`config.mk`:
```
export PLATFORM = sky130hd
export DESIGN_NAME = dbg_led_scope
export DESIGN_NICKNAME = d
export VERILOG_FILES = /design/src/rtl/dbg_led_scope.sv
export SDC_FILE = /design/constraint.sdc
export NUM_CORES = 1
export LEC_CHECK = 0
export CAP_MARGIN = 20
export CORE_ASPECT_RATIO = 1.75
export CORE_MARGIN = 3
export CORE_UTILIZATION = 47
export CTS_CLUSTER_DIAMETER = 100
export DETAILED_ROUTE_END_ITERATION = 8
export GPL_TIMING_DRIVEN = 0
export PLACE_DENSITY = 0.86
export SYNTH_ARGS = -nofsm -noshare
export SYNTH_HDL_FRONTEND = slang
export SYNTH_SLANG_ARGS = --single-unit
```
`constraint.sdc`:
```
create_clock -name clk -period 3 [get_ports clk]
set_input_delay 0.9 -clock clk [delete_from_list [all_inputs] [get_ports clk]]
set_output_delay 0.9 -clock clk [all_outputs]
set_load 0.02 [all_outputs]
```
`src/rtl/dbg_led_scope.sv`:
```
// dbg_led_scope -- board-level debug viewer.
// Shows one LED_W-bit slice (or the flag bits) of one of NCH probe channels
// on the board LEDs. Slices can be picked by switches or auto-scanned on a
// dwell timer, and a push button toggles a frozen snapshot of the channel.
//
// Ports:
//   clk         system clock
//   rst         asynchronous reset, active low
//   ch_data     probe data, channel k at [k*DATA_W +: DATA_W] (clk domain)
//   ch_flags    probe flags, channel k at [k*FLAG_W +: FLAG_W] (clk domain)
//   ch_sel      channel select switches (asynchronous)
//   sl_sel      slice select switches (asynchronous)
//   show_flags  switch, 1 = show flags instead of data (asynchronous)
//   auto        switch, 1 = auto-scan slices (asynchronous)
//   freeze_btn  push button, each press toggles freeze (asynchronous)
//   led         registered display output
//   cur_sl      slice index currently on the LEDs
//   frozen      1 while the snapshot is displayed
module dbg_led_scope #(
    parameter int DATA_W      = 32,
    parameter int LED_W       = 8,
    parameter int NCH         = 4,
    parameter int FLAG_W      = 2,
    parameter int DWELL       = 25000000,
    parameter int SYNC_STAGES = 2,
    localparam int NSL        = DATA_W / LED_W,
    localparam int CH_BITS    = (NCH > 1) ? $clog2(NCH) : 1,
    localparam int SL_BITS    = (NSL > 1) ? $clog2(NSL) : 1
) (
    input  logic                     clk,
    input  logic                     rst,
    input  logic [NCH*DATA_W-1:0]    ch_data,
    input  logic [NCH*FLAG_W-1:0]    ch_flags,
    input  logic [CH_BITS-1:0]       ch_sel,
    input  logic [SL_BITS-1:0]       sl_sel,
    input  logic                     show_flags,
    input  logic                     auto,
    input  logic                     freeze_btn,
    output logic [LED_W-1:0]         led,
    output logic [SL_BITS-1:0]       cur_sl,
    output logic                     frozen
);

    localparam int SW    = CH_BITS + SL_BITS + 3;
    localparam int CNT_W = (DWELL > 1) ? $clog2(DWELL) : 1;

    logic [SW-1:0]      sync_q [SYNC_STAGES];
    logic [CH_BITS-1:0] ch_sel_s;
    logic [SL_BITS-1:0] sl_sel_s;
    logic               flags_s;
    logic               auto_s;
    logic               btn_s;
    logic               btn_prev;
    logic               btn_rise;

    logic [CNT_W-1:0]   cnt;
    logic [CNT_W-1:0]   cnt_nxt;
    logic [SL_BITS-1:0] cur_sl_nxt;

    logic [DATA_W-1:0]  live_data;
    logic [FLAG_W-1:0]  live_flags;
    logic [DATA_W-1:0]  snap_data;
    logic [FLAG_W-1:0]  snap_flags;
    logic [DATA_W-1:0]  src_data;
    logic [FLAG_W-1:0]  src_flags;
    logic [LED_W-1:0]   led_nxt;

    // All switch/button inputs share one synchroniser chain.
    always_ff @(posedge clk or negedge rst) begin
        if (!rst) begin
            for (int i = 0; i < SYNC_STAGES; i++) sync_q[i] <= '0;
        end else begin
            sync_q[0] <= {ch_sel, sl_sel, show_flags, auto, freeze_btn};
            for (int i = 1; i < SYNC_STAGES; i++) sync_q[i] <= sync_q[i-1];
        end
    end

    assign {ch_sel_s, sl_sel_s, flags_s, auto_s, btn_s} = sync_q[SYNC_STAGES-1];
    assign btn_rise = btn_s & ~btn_prev;

    // Live channel mux; an out-of-range select (non-power-of-2 NCH) reads 0.
    always_comb begin
        live_data  = '0;
        live_flags = '0;
        for (int k = 0; k < NCH; k++) begin
            if (ch_sel_s == CH_BITS'(k)) begin
                live_data  = ch_data[k*DATA_W +: DATA_W];
                live_flags = ch_flags[k*FLAG_W +: FLAG_W];
            end
        end
    end

    assign src_data  = frozen ? snap_data  : live_data;
    assign src_flags = frozen ? snap_flags : live_flags;

    // Slice index and dwell timer. Entering auto mode leaves the counter at 0
    // and the index where it was, so scanning starts from the shown slice.
    always_comb begin
        cnt_nxt    = cnt;
        cur_sl_nxt = cur_sl;
        if (!auto_s) begin
            cnt_nxt    = '0;
            cur_sl_nxt = sl_sel_s;
        end else if (cnt == CNT_W'(DWELL - 1)) begin
            cnt_nxt    = '0;
            cur_sl_nxt = (cur_sl >= SL_BITS'(NSL - 1)) ? '0 : cur_sl + SL_BITS'(1);
        end else begin
            cnt_nxt = cnt + CNT_W'(1);
        end
    end

    // The LED slice is chosen with the index being registered into cur_sl on
    // the same edge, so cur_sl always labels what is on the LEDs and a slice
    // switch reaches the LEDs SYNC_STAGES+1 cycles after it moves.
    always_comb begin
        led_nxt = '0;
        if (flags_s) begin
            led_nxt = LED_W'(src_flags);
        end else begin
            for (int k = 0; k < NSL; k++) begin
                if (cur_sl_nxt == SL_BITS'(k)) led_nxt = src_data[k*LED_W +: LED_W];
            end
        end
    end

    always_ff @(posedge clk or negedge rst) begin
        if (!rst) begin
            btn_prev   <= 1'b0;
            cnt        <= '0;
            cur_sl     <= '0;
            frozen     <= 1'b0;
            snap_data  <= '0;
            snap_flags <= '0;
            led        <= '0;
        end else begin
            btn_prev <= btn_s;
            cnt      <= cnt_nxt;
            cur_sl   <= cur_sl_nxt;
            led      <= led_nxt;
            if (btn_rise) begin
                frozen <= ~frozen;
                if (!frozen) begin
                    snap_data  <= live_data;
                    snap_flags <= live_flags;
                end
            end
        end
    end

endmodule

```
# Yosys cells after proc, flatten, opt, wreduce, memory -nomap -nowiden
# Cells that the tools add are included.
dict set report classes {
  n_eq_ne 7
  bitwise 3
  addsub 2
  magnitude_cmp 1
  mux 20
  reduce_logical 2
}
# op count
set ops {}
lappend ops {{$mux 32} 5}
lappend ops {{$mux 25} 2}
lappend ops {{$mux 8} 5}
lappend ops {{$add 25x1->25 const B} 1}
lappend ops {{$eq 25x25->1 const B} 1}
lappend ops {{$mux 2} 8}
lappend ops {{$eq 2x2->1 const B} 4}
lappend ops {{$eq 2x1->1 const B} 2}
lappend ops {{$logic_not 2->1} 2}
lappend ops {{$add 2x1->2 const B} 1}
lappend ops {{$ge 2x2->1 const B} 1}
lappend ops {{$not 1->1} 2}
lappend ops {{$and 1x1->1} 1}
dict set report totals {
  output_inout_bits 11
  wordCells 44
  input_bits 145
  regBits 85
}

# Longest topological paths before layout
dict set report depth {
  depth_word 11
  ltp_mapped 9
}

# Worst setup path before layout
# Ideal clock, no wire load.
dict set report synth_path {
  path_kind {reg2reg}
  from {reg cnt[10]}
  to {reg led[6]}
  setup_slack_ns 0.490
  stages_incl_launch_ff 8
  t_required_ns 2.879
  arrival_ns 2.389
  cell_sequence {dfrtp_1 -> nor4_4 -> and4_1 -> nand4_4 -> a31oi_4 -> buf_6 -> mux4_2 -> a22o_1}
}
dict set report synth_via {
  elab_chain_cells 9
  word_cells_on_any_way 12
  classes_between {4 x eq/ne; 7 x mux; 1 x reduce/logical}
}
# item line_no
set synth_rtl {}
lappend synth_rtl {{from (decl)} 56} ;# logic [CNT_W-1:0] cnt;
lappend synth_rtl {{from (signal assigned)} 137} ;# cnt <= cnt_nxt;
lappend synth_rtl {{$eq 25x25->1 *} 104} ;# end else if (cnt == CNT_W'(DWELL - 1)) begin
lappend synth_rtl {{$mux 2 *} 104}
lappend synth_rtl {{$mux 2 *} 101} ;# if (!auto_s) begin
lappend synth_rtl {{named net cur_sl_nxt[1]} 58} ;# logic [SL_BITS-1:0] cur_sl_nxt;
lappend synth_rtl {{$logic_not 2->1} 121} ;# if (cur_sl_nxt == SL_BITS'(k)) led_nxt = src_data[k*LED_W +: LED_W];
lappend synth_rtl {{$mux 8 (3 in a row)} 121}
lappend synth_rtl {{$mux 8 *} 121}
lappend synth_rtl {{$mux 8 *} 117} ;# if (flags_s) begin
lappend synth_rtl {{named net led_nxt[6]} 66} ;# logic [LED_W-1:0] led_nxt;
lappend synth_rtl {{to (signal assigned)} 139} ;# led <= led_nxt;
lappend synth_rtl {{to (decl)} 39} ;# output logic [LED_W-1:0] led,
# Mark *: on every way through the listed nets, which the timed path passes. The rest lies on a longest branch.
# A chain may end at the register's enable or synchronous reset.

# Worst setup path in the final report
dict set report layout_path {
  from {reg cnt[0]}
  to {reg led[6]}
}
# The elaborated chain is that of the path after synthesis.

==> impl_results.md <==
- Max incr delay on CP: 0.52 ns
- Core area: 9910 sq um
- Die Wd: 82.3 um
- Clock Skew: 0.00777 ns
- Worst rel slew slack: 23.9%
- Area after DPL: 6520 sq um
- Worst EP required: 3.22 ns
- Row cnt: 48
- Worst vdd ir: 0.000350 V
- Final Instance Area: 6840 sq um
- Vias in the first global route: 4,245
- Average cell area after synthesis: 13.5 sq um
- Clk_lat worst skew: 0.35 ns
- Vias: 3,876
- Slew Limit Fails: 0
- Crit. End Element: register
- Die area: 11,500 sq um
- Total power: 3.50 mW
- Final setup fails: 0
- Flop2flop setup slack: 0.20 ns
- Vert. Die Dim: 140 um
- Hold wc startpoint: sync_q[11]
- CP Launch Type: register
- Fin crit share: 93.5%
- Worst-path fanout max: 10
- TritonCTS buffer count: 9
- Net Count, Synth: 503
- Most frequent cells in the layout: clkdlybuf4s50_1 (154), dfrtp_1 (85), mux4_2 (43), mux2_2 (34), nor2_1 (28)
- First-pass GRT wire length: 21.0 mm
- Sequential fraction of the synthesis area: 44.4%
- Post-synth EDFFs: 0
- Distinct cells, synth: 43
- Post-synth top area share: 44.4%
- Clock H-tree levels: 3
- CP endpoint: led[6]
- Post-Synthesis Cells: 356
- Global route overflow: 0
- DRT iter0 DRCs: 362
- Routed WL per cell: 20.4 um
- Static leakage: 2.67 nW
- GPL Wtd Cong: 0.844
- Yosys warns: 0
- WL final: 13.3 mm
- PortBufs: 155
- Tmin final: 2.80 ns
- Tot GR Track Use: 24.6%
- Fin. Hold Viols: 0
- Crit path cell chain: ha_1 -> and2_1 -> and2_1 -> buf_2 -> nand4_4 -> a31oi_4 -> buf_6 -> mux4_2 -> a22o_1
- RSZ-0062 raised after global routing: false
- I/O pin cnt: 156
- Ranking of synthesized cells by area: dfrtp_1 (44%), mux4_2 (20%), mux2_2 (8.0%)
- Fin Hold WS: 0.349 ns
- WS Path Type: register to register
- Clock transition at path regs: 0.07 ns
- Vias per Instance: 5.94
- Final Net Count: 670
- #FFs+latches synth: 85
- Critical Path Source: cnt[0]
- Hold Crit Class: register to register
- CTS tree: yes
- TritonRoute pass-1 iters: 5
- Clock sink count: 85
- Max Cap Viol: 0
- Max Clk Rate: 357 MHz
- Slowest-stage cell, CP: mux4_2
- Hpwl dp: 10.6 mm
- Post-route ant nets: 0
- Asr flop ratio synth: 100%
- Predominant post-synthesis flop cell: dfrtp_1
- Worst reg2reg path endpoint: led[6]
- Antenna violations before repair: 0
- Status: complete, no violations
- Longest Clk Path Bufs: 2
- Share of cells above drive strength 1: 20.5%
- Number of remaining DRC errors: 0
- Worst-Margin Slew: 1.13 ns
- Layout overhead on the synthesized area: 42.7%
- Reg2Reg Depth: 9
- Cell mode on critical path: and2_1
- Starting Density: 48.3%
- Synth Cell Area: 4790 sq um
- RR Startpoint: cnt[0]
- Cell taking the most area after synthesis: dfrtp_1
- CTS root buf: clkbuf_16
- Antenna cells: 0
- Pin count of the biggest net entering global routing: 69
- PwrDens: 512 nW/um^2
- Crit path DAT: 3.03 ns
- Commonest non-fill, non-tap cell in the layout: clkdlybuf4s50_1
## area by class of cell
type / instances / area, sq um
flip-flops and latches: 85 / 2130
multi-input cells: 245 / 2550
inverters: 3 / 11.3
clock buffers: 10 / 239
repair buffers: 157 / 1580
well taps: 125 / 156
plain buffers: 22 / 95.1
fillers: 711 / 3070
clock inverters: 6 / 71.3
## power by group
part	switching, mW	internal (mW)
Clock	0.468	0.673
Sequential	0.105	1.35
Combinational	0.347	0.563
## Yosys cell counts (2+ instances only)
cell type	number
inv_1	3
nand2b_1	9
mux4_1	3
nor2_1	28
o21ai_0	4
buf_2	4
nor4b_1	2
nor4_1	8
xor2_1	14
mux2_2	34
buf_1	2
ha_1	2
and2_1	4
a22o_1	6
or3_1	2
clkbuf_1	16
xnor2_1	7
dfrtp_1	85
and4bb_1	2
and3_1	6
nor2b_1	3
nand3_1	10
a311oi_1	8
mux4_2	43
a211oi_1	2
o41ai_1	4
nand4_1	6
a21oi_1	2
nand2_1	17
and4_1	6
a31oi_1	2
## flip-flops by register name, indices dropped and copies added (netlist names)
| name | count |
|---|---|
| auto_s | 1 |
| btn_prev | 1 |
| btn_s | 1 |
| ch_sel_s | 2 |
| cnt | 25 |
| cur_sl | 2 |
| flags_s | 1 |
| frozen | 1 |
| led | 8 |
| sl_sel_s | 2 |
| snap_data | 32 |
| snap_flags | 2 |
| sync_q | 7 |
## critical path, delay by kind of cell (launching register included)
family / cells / cell delay (ns)
AOI/OAI and AO/OA: 2 / 0.51
adders and majority gates: 1 / 0.23
buffers and inverters: 2 / 0.45
DFF: 1 / 0.41
muxes: 1 / 0.52
and+or+nand+nor: 3 / 0.55
## cell families after synthesis
| group | share of synthesized area [%] |
|---|---|
| muxes | 29.9 |
| adders and majority gates | 0.523 |
| AOI/OAI and AO/OA | 5.67 |
| xor gates and xnor gates | 3.84 |
| buffers and inverters | 2.30 |
| DFF | 44.4 |
| and+or+nand+nor | 13.4 |
## routing by layer
layer / wire, um / GRT usage, % / vias to the layer above
met5: 0 / 0 / -
met4: 417 / 11.4 / 0
met1: 4600 / 27.0 / 1954
met3: 734 / 5.18 / 30
met2: 7590 / 43.7 / 173
li1: - / - / 1719
## worst min-delay path by stage
| stage | endpoint | slack, ns | cells past startpoint |
|---|---|---|---|
| after global placement | btn_s | 0.33 | 0 |
| after CTS | btn_s | 0.35 | 0 |
| after floorplan | auto_s | 0.33 | 0 |
| final | sl_sel_s[1] | 0.35 | 0 |
| after detailed placement | btn_s | 0.34 | 0 |
| after global routing | btn_s | 0.35 | 0 |
## metrics by stage
stage / setup slack (ns) / setup TNS [ns] / utilization, % / instances
after floorplan: 0.490 / 0 / - / 356
after CTS: 0.0661 / 0 / 68.9 / 653
after global placement: -1.81 / -153.16 / 65.6 / 636
after detailed placement: 0.136 / 0 / 65.8 / 637
after global routing: 0.0311 / 0 / 69.0 / 653
final: 0.196 / 0 / 69.0 / 653
## what timing repair did
action                     CTS  global route
resized for setup            0             1
setup endpoints to repair    0             6
setup buffers                0             1
hold buffers                 0             0
No activity file was read; power rests on OpenSTA's default activity.
==> variant: new RTL, config.mk and constraints unchanged <==
The parameter `LED_W` goes from 8 to 4.
--- a/src/rtl/dbg_led_scope.sv
+++ b/src/rtl/dbg_led_scope.sv
@@ -18,7 +18,7 @@
 //   frozen      1 while the snapshot is displayed
 module dbg_led_scope #(
     parameter int DATA_W      = 32,
-    parameter int LED_W       = 8,
+    parameter int LED_W       = 4,
     parameter int NCH         = 4,
     parameter int FLAG_W      = 2,
     parameter int DWELL       = 25000000,
Ports: changed (resized cur_sl, led and sl_sel); port bits go from 156 to 154. No check against the original RTL was run, so the function may have changed too.
==> variant against the original RTL <==
- area after synthesis shrank 1.5%
- count of clock-buffer cells in the layout grew 5
- die area shrank 1.5%
- global-route usage shrank 0.43 points
- sequential cell count shrank 1
- synthesized cell count grew 5.3%
- utilization grew 1.8 points
- sequential share of layout area shrank 0.33 points
- worst setup slack lost 0.15 ns
- design area shrank 0.13%
- via count grew 2.3%
- wire length shrank 0.57%
- power shrank 1.0%
- maximum frequency shrank 5.1%
==> variant: results (changes against the original RTL) <==
detailed_routing:
  routed_via_density: 5.902  # -0.57%
  detail_route.first_pass.iterations: 4  # -1
  post_drt_wl_per_cell_um: 19.74  # -3.4%
  num_vias: 3966  # +2.3%
  first_iter_violations: 173  # -52%
synth:
  synth_nets: 524  # +4.2%
  yosysMostFrequentCell: "dfrtp_1"
  netlist_instances: 375  # +5.3%
  yosys_warnings: 0  # unchanged
  yosysSeqAreaShare_pct: 44.59  # +0.16 points
  synth.area.top_cells: "dfrtp_1, mux4_2, mux2_2"
  synthArstFlopShare_pct: 100.0  # unchanged
  synth_common_cells: "dfrtp_1, mux2_2, mux4_2"
  ys_types: 47  # +9.3%
placed_design:
  portBuffers: 153  # -1.3%
  placed_cells: 651  # +2.2%
  dp.final_hpwl_um: 10180  # -4.2%
  placed_area_um2: 6416  # -1.6%
  preCtsSetupSlack_ns: -0.02154  # -0.1571 ns
  routabilityCongestion: 0.8541  # +1.2%
setup_path:
  reg2reg_to: "led[0]"
  worst_path_max_delay_cell: "or4_4"
  regToRegSetupSlack_ns: 0.05  # -0.15 ns
  critPathMaxFanout: 4  # -6
  startpoint: "cnt[1]"
  critPathCapture: "led[0]"
  slowest_delay_ns: 0.54  # +0.02 ns
  r2r.worst_path.cells: 9  # unchanged
  cp.arrival_ns: 3.19  # +0.16 ns
power_and_ir_drop:
  vdd_ir_drop_max_mv: 0.3453  # -1.2%
  p_leak_uw: 0.002693  # +0.76%
  power_density_nw_per_um2: 507.6  # -0.92%
run_status:
  outcome: "complete, no violations"
cts:
  htree_num_levels: 3  # unchanged
  clk_latency_ns: 0.34
  clkTransAtPathRegs_ns: 0.06
  cts-root-buf: "clkbuf_16"
  cts-buffers-inserted: 9  # unchanged
  cts_max_path_buffers: 2  # unchanged
sta:
  post-route-min-period_ns: 2.953  # +0.1491 ns
  tightest_slew_ns: 0.7252  # -0.4078 ns
  clock_skew_ns: 0.006015  # -0.001756 ns
grt:
  grt_pass1_wl_um: 21050  # +0.26%
  antenna_found_initial: 0  # unchanged
  use_met3_pct: 4.232  # -0.95 points
  grtUsageTotal_pct: 24.20  # -0.43 points
  grt_max_degree: 44  # -36%
  grtUsageMet1_pct: 24.97  # -2.0 points
  grt_use_met2_pct: 44.63  # +0.97 points
  grt_pass1_vias: 4371  # +3.0%
layout:
  fillers: 677  # -4.8%
  diodes: 0  # unchanged
  fin_nets: 694  # +3.6%
  drive_gt1_share_pct: 21.27  # +0.82 points
  top_regs: "snap_data: 32 flops, cnt: 25 flops, sync_q: 8 flops"
run:
  drv_cap: 0  # unchanged
hold_path:
  hp-start: "sync_q[13]"
  hp-class: "reg -> reg"
variant: cell types whose count changed after synthesis, moves of 7 or more:
cell      unedited run  this run
mux2i_1              0        16
nand2b_1             9         2
a311oi_1             8         0
a21oi_1              2        10
variant: report_power, final:
group | internal [uW] | total, uW | switching, uW
clock network | 691 | 1110 | 418
logic | 553 | 928 | 375
registers | 1330 | 1430 | 102
total | 2570 | 3470 | 895
variant: how the worst min path moves through the flow:
stage          slack, ns     endpoint  depth (start not counted)
2_1_floorplan       0.33       auto_s                          0
3_3_place_gp        0.33  ch_sel_s[1]                          0
3_5_place_dp        0.34  sl_sel_s[2]                          0
4_1_cts             0.35  sl_sel_s[2]                          0
5_1_grt             0.35  ch_sel_s[1]                          0
6_report            0.35  sl_sel_s[2]                          0
variant: cell type report:
cell class	instances	share of cell area [%]
multi-input combinational	263	37.48
clock inverter	1	0.4399
clock buffer	15	3.922
sequential	84	30.79
timing repair buffer	159	23.24
tap	122	2.236
inverter	5	0.3116
buffer	23	1.576
variant: cell families after synthesis:
group / after synthesis / share of synthesized area (%)
compound gates: 41 / 5.945
xor+xnor: 18 / 3.344
fa+ha+maj: 3 / 0.7963
buf+inv: 28 / 2.548
flops: 84 / 44.59
mux: 92 / 30.63
simple gates: 109 / 12.15
variant: what timing repair did:
action                                 CTS  global route
setup endpoints to repair                2             4
buffers inserted                         0             4
resized for setup                        3            15
endpoints found under the hold margin    0             0
pin swaps                                0             4
variant: critical path, delay by kind of cell, from the launching register on:
kind | cells | cell delay, ns
compound gates | 2 | 0.58
fa+ha+maj | 1 | 0.20
flops | 1 | 0.39
mux | 1 | 0.23
simple gates | 5 | 1.44
variant: per-layer routing:
layer  part of all wire [%]  vias to the layer above
li1                       -                     1761
met1                     32                     1989
met2                     58                      171
met3                    5.3                       45
met4                    4.2                        0
met5                      0                        -
